==> src/rtl/lcd_timing_driver.sv <==
// rtl/lcd_timing_driver.sv - RGB-parallel LCD timing generator and pixel sink
// Optional backlight PWM enabled by defining LCD_BL_PWM_EN.
module lcd_timing_driver #(
  parameter int H_SYNC  = 41,
  parameter int H_BACK  = 2,
  parameter int H_DISP  = 480,
  parameter int H_FRONT = 2,
  parameter int V_SYNC  = 10,
  parameter int V_BACK  = 2,
  parameter int V_DISP  = 272,
  parameter int V_FRONT = 2
`ifdef LCD_BL_PWM_EN
  , parameter int BL_DUTY = 255
`endif
) (
  input  logic        lcd_pclk,
  input  logic        rst_n,
  input  logic [23:0] pixel_data,
  output logic [10:0] pixel_x,
  output logic [10:0] pixel_y,
  output logic [10:0] h_disp,
  output logic [10:0] v_disp,
  output logic        lcd_hs,
  output logic        lcd_vs,
  output logic        lcd_de,
  output logic [23:0] lcd_rgb,
  output logic        lcd_bl,
  output logic        frame_start
);

  localparam int H_TOTAL = H_SYNC + H_BACK + H_DISP + H_FRONT;
  localparam int V_TOTAL = V_SYNC + V_BACK + V_DISP + V_FRONT;
  localparam int HA      = H_SYNC + H_BACK;
  localparam int VA      = V_SYNC + V_BACK;

  logic [10:0] h_cnt;
  logic [10:0] v_cnt;
  logic        h_wrap;
  logic        v_wrap;
  logic        hs_raw;
  logic        vs_raw;
  logic        req;
  logic        hs_d1;
  logic        vs_d1;
  logic        de_d1;

  assign h_wrap = (h_cnt == 11'(H_TOTAL - 1));
  assign v_wrap = (v_cnt == 11'(V_TOTAL - 1));

  always_ff @(posedge lcd_pclk or negedge rst_n) begin
    if (!rst_n) begin
      h_cnt <= '0;
      v_cnt <= '0;
    end else begin
      h_cnt <= h_wrap ? '0 : h_cnt + 11'd1;
      if (h_wrap) begin
        v_cnt <= v_wrap ? '0 : v_cnt + 11'd1;
      end
    end
  end

  assign hs_raw = (h_cnt >= 11'(H_SYNC));
  assign vs_raw = (v_cnt >= 11'(V_SYNC));
  assign req    = (h_cnt >= 11'(HA)) && (h_cnt < 11'(HA + H_DISP)) &&
                  (v_cnt >= 11'(VA)) && (v_cnt < 11'(VA + V_DISP));

  // Pixel request goes out a full cycle ahead of the source's registered data.
  assign pixel_x = req ? (h_cnt - 11'(HA)) : '0;
  assign pixel_y = req ? (v_cnt - 11'(VA)) : '0;
  assign h_disp  = 11'(H_DISP);
  assign v_disp  = 11'(V_DISP);

  always_ff @(posedge lcd_pclk or negedge rst_n) begin
    if (!rst_n) begin
      hs_d1       <= 1'b1;
      vs_d1       <= 1'b1;
      de_d1       <= 1'b0;
      lcd_hs      <= 1'b1;
      lcd_vs      <= 1'b1;
      lcd_de      <= 1'b0;
      lcd_rgb     <= '0;
      frame_start <= 1'b0;
    end else begin
      hs_d1       <= hs_raw;
      vs_d1       <= vs_raw;
      de_d1       <= req;
      lcd_hs      <= hs_d1;
      lcd_vs      <= vs_d1;
      lcd_de      <= de_d1;
      lcd_rgb     <= de_d1 ? pixel_data : 24'h0;
      frame_start <= h_wrap && v_wrap;
    end
  end

`ifdef LCD_BL_PWM_EN
  logic [7:0] pwm_cnt;

  always_ff @(posedge lcd_pclk or negedge rst_n) begin
    if (!rst_n) begin
      pwm_cnt <= '0;
      lcd_bl  <= 1'b0;
    end else begin
      pwm_cnt <= pwm_cnt + 8'd1;
      lcd_bl  <= ({1'b0, pwm_cnt} < 9'(BL_DUTY));
    end
  end
`else
  assign lcd_bl = 1'b1;
`endif

endmodule
==> config.mk <==
export PLATFORM = sky130hd
export DESIGN_NAME = lcd_timing_driver
export DESIGN_NICKNAME = d
export VERILOG_FILES = /design/src/rtl/lcd_timing_driver.sv
export SDC_FILE = /design/constraint.sdc
export NUM_CORES = 1
export LEC_CHECK = 0
export CORE_MARGIN = 8
export CORE_UTILIZATION = 40
export CTS_BUF_LIST = sky130_fd_sc_hd__clkbuf_2 sky130_fd_sc_hd__clkbuf_4 sky130_fd_sc_hd__clkbuf_8
export DETAILED_ROUTE_END_ITERATION = 16
export MAX_ROUTING_LAYER = met4
export PLACE_DENSITY = 0.76
export REMOVE_ABC_BUFFERS = 1
export SLEW_MARGIN = 5
export SYNTH_ARGS = -nofsm -noshare
export SYNTH_HDL_FRONTEND = slang
export SYNTH_SLANG_ARGS = --single-unit
==> constraint.sdc <==
create_clock -name lcd_pclk -period 4 [get_ports lcd_pclk]
set_input_delay 1 -clock lcd_pclk [delete_from_list [all_inputs] [get_ports lcd_pclk]]
set_output_delay 1 -clock lcd_pclk [all_outputs]
set_load 0.05 [all_outputs]
## After elaboration in Yosys (flattened, before gate mapping)

Index checks and enable logic that the tools add are counted.

- Equality and inequality tests: 2
- Reduce and logical (&&, ||, !) cells: 4
- Multiplexer cells: 5
- Add/subtract/negate cells: 4
- Order comparisons: 6

Operators with widths:

| cell | number |
|---|---|
| 11-bit two-way mux | 4 |
| 24-bit two-way mux | 1 |
| 11-bit by 1-bit adder with 11-bit output (second input constant) | 2 |
| 11-bit by 4-bit >= comparator with 1-bit output (second input constant) | 2 |
| 11-bit by 6-bit >= comparator with 1-bit output (second input constant) | 2 |
| 11-bit by 10-bit equality test with 1-bit output (second input constant) | 1 |
| 11-bit by 9-bit equality test with 1-bit output (second input constant) | 1 |
| 11-bit by 10-bit < comparator with 1-bit output (second input constant) | 1 |
| 11-bit by 9-bit < comparator with 1-bit output (second input constant) | 1 |
| 11-bit by 4-bit subtractor with 11-bit output (second input constant) | 1 |
| 11-bit by 6-bit subtractor with 11-bit output (second input constant) | 1 |
| 1-bit logical AND | 4 |

- Output and inout port bits: 73
- Word-level logic and storage cells: 31
- Input port bits: 26
- Register bits: 53

## Logic depth before layout (Yosys ltp)

- Word-level depth: 5
- Gate-level depth with buffers: 8
- Mapped depth without buffers: 6

## Least setup slack after synthesis

No wires, ideal clock.

- Path type: reg-to-output
- Start: register h_cnt[7]
- End: output pixel_x[10]
- Cell stages (with the launch flop): 6
- Path slack: 0.322 ns
- Arrival time: 2.678 ns
- Path buffers: 2
- Required time: 3.000 ns
- Cells stage by stage: dfrtp_1 > buf_6 > or3_1 > buf_6 > or4_1 > a211oi_1

- Longest elaborated chain between the ends: 5
- Elaborated cells between the ends (all ways): 7
- Those cells by class: add/sub (1); order compare (2); mux (1); reduce/logical (3)

RTL lines:

| element | line | RTL |
|---|---|---|
| start, declared | 36 | `logic [10:0] h_cnt;` |
| start signal, assigned | 55 | `h_cnt <= h_wrap ? '0 : h_cnt + 11'd1;` |
| 11-bit by 6-bit >= comparator with 1-bit output / 11-bit by 10-bit < comparator with 1-bit output (equally long branches) | 64 | `assign req = (h_cnt >= 11'(HA)) && (h_cnt < 11'(HA + H_DISP)) &&` |
| 1-bit logical AND (2 in series) | 64 |  |
| 1-bit logical AND | 65 | `(v_cnt >= 11'(VA)) && (v_cnt < 11'(VA + V_DISP));` |
| 11-bit two-way mux * | 68 | `assign pixel_x = req ? (h_cnt - 11'(HA)) : '0;` |
| end, declared | 19 | `output logic [10:0] pixel_x,` |

Every way passes the cells marked *; elsewhere a longest branch is shown, timed or not.

## Worst setup path after layout

- Start: register h_cnt[7]
- End: output pixel_x[0]

- Longest elaborated chain between the ends: 5
- Elaborated cells between the ends (all ways): 6
- Those cells by class: order compare (2); mux (1); reduce/logical (3)

RTL lines:

| element | line |
|---|---|
| 11-bit by 6-bit >= comparator with 1-bit output / 11-bit by 10-bit < comparator with 1-bit output (equally long branches) | 64 |
| 1-bit logical AND * (2 in series) | 64 |
| 1-bit logical AND * | 65 |
| 11-bit two-way mux * | 68 |

Marked as above.

==> impl_metrics.csv <==
group,metric,value,unit
outcome,status,"finished clean",
timing,finalSetupTns,0,ns
min_path,hold_path.class,"register to register",
worst_setup_path,arrival,2.77,ns
place,gp_congestion,0.892,
global_routing,overflow,0,
clock_tree,clk_pin_slew,0.10,ns
place,portBuffers,75,
routing,wl_per_cell,15.4,microns
global_routing,grt_max_degree,40,
floorplan,rows,31,
timing,relSlewSlack,42.3,%
routing,drcViolationCount,0,
timing,max_freq,266,MHz
worst_setup_path,crit_path_end_kind,"output pin",
clock_tree,root_buffer,"clkbuf_8",
job,timing.max_cap.violations,0,
timing,hold_violations,0,
clock_tree,post_cts_buffers,0,
clock_tree,cts.hold.buffers_added,0,
logic_synthesis,synthFlopType,"dfrtp_1",
worst_setup_path,required,3.00,ns
logic_synthesis,async_reset_ff_share,100,%
logic_synthesis,synth-simple-area-share,21.9,%
floorplan,dieArea,0.0102,sq mm
cells_and_area,diodes,0,
logic_synthesis,synth_mux_area_share,0.345,%
cells_and_area,nets,390,
floorplan,io_pins,99,
logic_synthesis,synth-xor-area-share,7.24,%
logic_synthesis,synth_top_family_by_area,"simple AND/OR/NAND/NOR gates",
logic_synthesis,yosys_warnings,0,
logic_synthesis,synth_compound_area_share,9.91,%
clock_tree,cts_buffers,5,
logic_synthesis,ys_types,44,
place,post-dp-hpwl,5.42,mm
logic_synthesis,ys_seq_area_share,45.8,%
worst_setup_path,timing_worst_setup_path_type,"register to output pin",
routing,vias,2216,
worst_setup_path,cp_max_fo,15,
timing,setup_violations,0,
routing,finalWirelength,7.03,mm
worst_setup_path,start_kind,"register",
power,p_leak,1.68,nW
clock_tree,cts_tree,"yes",
floorplan,die_w,101,microns
cells_and_area,syn2layout_area_growth,25.9,%
cells_and_area,post-route-util,51.2,%
clock_tree,htreeDepth,2,
timing,rsz0062_at_grt,"false",
timing,finalClockSkew,0.00419,ns
clock_tree,clock-sinks,53,
routing,postRouteAntennaNets,0,
routing,drtIter0Drc,139,
logic_synthesis,syn_inst,290,
global_routing,grt_antenna_before_repair,0,
clock_tree,clk_latency,0.30,ns
power,ir_drop,132,uV
cells_and_area,layout-drive-gt1-share,13.2,%
logic_synthesis,synth_edf_count,0,
logic_synthesis,synth_area_per_cell,10.0,sq um
timing,layout_worst_path_cycle_share,94.1,%
clock_tree,ctsLongestPathBuffers,2,
cells_and_area,fin_cells,456,
floorplan,die_h,101,microns
power,power.density,252,mW/mm^2
global_routing,track_usage,14.2,%
power,p_total,0.921,mW
global_routing,grt_pass1_wl,11.4,mm
timing,post-route-min-period,3.77,ns
cells_and_area,fillers,681,
place,place_inst,448,
routing,vias_per_cell,4.86,
floorplan,initial_core_util,40.7,%
routing,first_pass_iters,4,
global_routing,grt_pass1_vias,2311,
logic_synthesis,syn-cell-area,0.00290,sq mm
logic_synthesis,synth_fa_ha_area_share,3.45,%
timing,worst_pin_slew,0.865,ns
floorplan,core_area,0.00714,sq mm
timing,report.final.slew_viol_count,0,
logic_synthesis,ys_ff_latch,53,
-- critical path, stage by stage, from the launching register on --
cell	delay, ns
dfrtp_1	0.46
or3_1	0.56
nand3b_4	0.24
o311ai_4	0.66
buf_4	0.28
nor3_1	0.06
buf_4	0.20
-- metrics by stage --
step,cell area (sq um),hold WS (ns),worst slack [ns]
5_1_grt,3650,0.368,0.0676
4_1_cts,3650,0.364,0.203
6_report,3650,0.357,0.235
3_5_place_dp,3560,0.349,0.342
3_3_place_gp,3560,0.346,0.425
2_1_floorplan,2700,0.345,0.220
-- power by group --
part / switching (mW) / internal [mW] / leakage [nW]
logic: 0.0605 / 0.0211 / 0.927
registers: 0 / 0.536 / 0.712
clock network: 0.179 / 0.125 / 0.0445
total: 0.239 / 0.681 / 1.68
-- registers in the layout, summed over array words and instances (netlist names) --
name         count
h_cnt           11
frame_start      1
de_d1            1
vs_d1            1
v_cnt           11
lcd_rgb         24
hs_d1            1
lcd_vs           1
lcd_hs           1
lcd_de           1
-- cell families after synthesis --
group | count (synthesis)
AO/OA/AOI/OAI | 38
other | 2
flip-flops | 53
AND/OR/NAND/NOR | 111
XOR/XNOR | 24
buffers and inverters | 53
multiplexers | 1
adder cells (fa/ha/maj) | 8
-- worst paths after layout --
path | startpoint | end | slack, ns | cells past startpoint
setup / recovery | h_cnt[7]$_DFF_PN0_ | pixel_x[0] | 0.23 | 6
max in group asynchronous | rst_n | lcd_hs$_DFF_PN1_ | 2.40 | 2
setup reg to reg | h_cnt[7]$_DFF_PN0_ | de_d1$_DFF_PN0_ | 1.84 | 4
hold / removal | vs_d1$_DFF_PN1_ | lcd_vs$_DFF_PN1_ | 0.36 | 0
hold reg to reg | vs_d1$_DFF_PN1_ | lcd_vs$_DFF_PN1_ | 0.36 | 0
min in group asynchronous | rst_n | lcd_rgb[5]$_DFF_PN0_ | 0.80 | 1
-- what timing repair did --
| action | CTS | global route |
|---|---|---|
| endpoints found under the hold margin | 0 | 0 |
| setup endpoints to repair | 3 | 0 |
| resized for setup | 1 | 0 |
-- synthesized netlist by cell type (all sizes together) (2+ instances only) --
cell | n | area share [%]
nor3 | 25 | 4.5
o2bb2ai | 3 | 0.90
conb | 2 | 0.26
o211ai | 2 | 0.52
o22ai | 2 | 0.43
xnor2 | 13 | 3.9
nand2 | 7 | 0.90
o21ai | 6 | 1.0
a211oi | 5 | 1.5
inv | 10 | 1.3
o21a | 3 | 0.78
nand2b | 2 | 0.43
a211o | 2 | 0.60
and3 | 9 | 1.9
nor2 | 13 | 1.7
nand3b | 3 | 1.2
o31ai | 3 | 0.78
a21oi | 5 | 0.86
and2 | 26 | 5.6
a21o | 3 | 0.78
xor2 | 11 | 3.3
or3 | 2 | 0.43
nand3 | 8 | 1.4
clkbuf | 11 | 1.4
or4 | 2 | 0.52
buf | 32 | 8.4
nand4 | 6 | 1.3
dfstp | 4 | 3.6
nor4 | 4 | 0.86
dfrtp | 49 | 42
ha | 8 | 3.4
nor3b | 2 | 0.52
-- final cells by class --
cell class	count	area, sq um	share of cell area (%)
inverter	10	37.5	1.03
timing repair buffer	81	736	20.1
multi-input combinational	205	1340	36.6
clock inverter	3	21.3	0.582
tap	99	124	3.39
sequential	53	1330	36.4
clock buffer	5	68.8	1.88
-- routing by layer --
metal	wire, microns	vias up	global-route usage (%)	share of wire, %
met2	2970	115	22.0	42
met1	3350	1018	18.2	48
met5	0	-	-	0
li1	-	1079	-	-
met4	42	0	2.86	0.60
met3	667	4	4.05	9.5
-- cells in the final DEF, fill, tap and decap left out, types with 3 or more instances in the layout --
cell | netlist | routed
dfrtp_1 | 49 | 49
o2bb2ai_1 | 3 | 3
xor2_1 | 11 | 11
nand3_1 | 8 | 8
a21o_1 | 3 | 3
clkbuf_8 | 0 | 5
nand2_1 | 7 | 7
o21ai_0 | 6 | 6
nand4_1 | 6 | 6
clkdlybuf4s50_1 | 0 | 52
nor2_1 | 13 | 13
a21oi_1 | 5 | 5
o21a_1 | 3 | 3
nor3_1 | 24 | 24
o31ai_1 | 3 | 3
conb_1 | 2 | 23
and2_1 | 26 | 26
a211oi_1 | 4 | 4
and3_1 | 9 | 9
inv_1 | 10 | 10
buf_4 | 23 | 28
nor4_1 | 4 | 4
ha_1 | 8 | 8
xnor2_1 | 13 | 13
dfstp_2 | 4 | 4
Note: power is estimated with default switching activity, not from simulation.
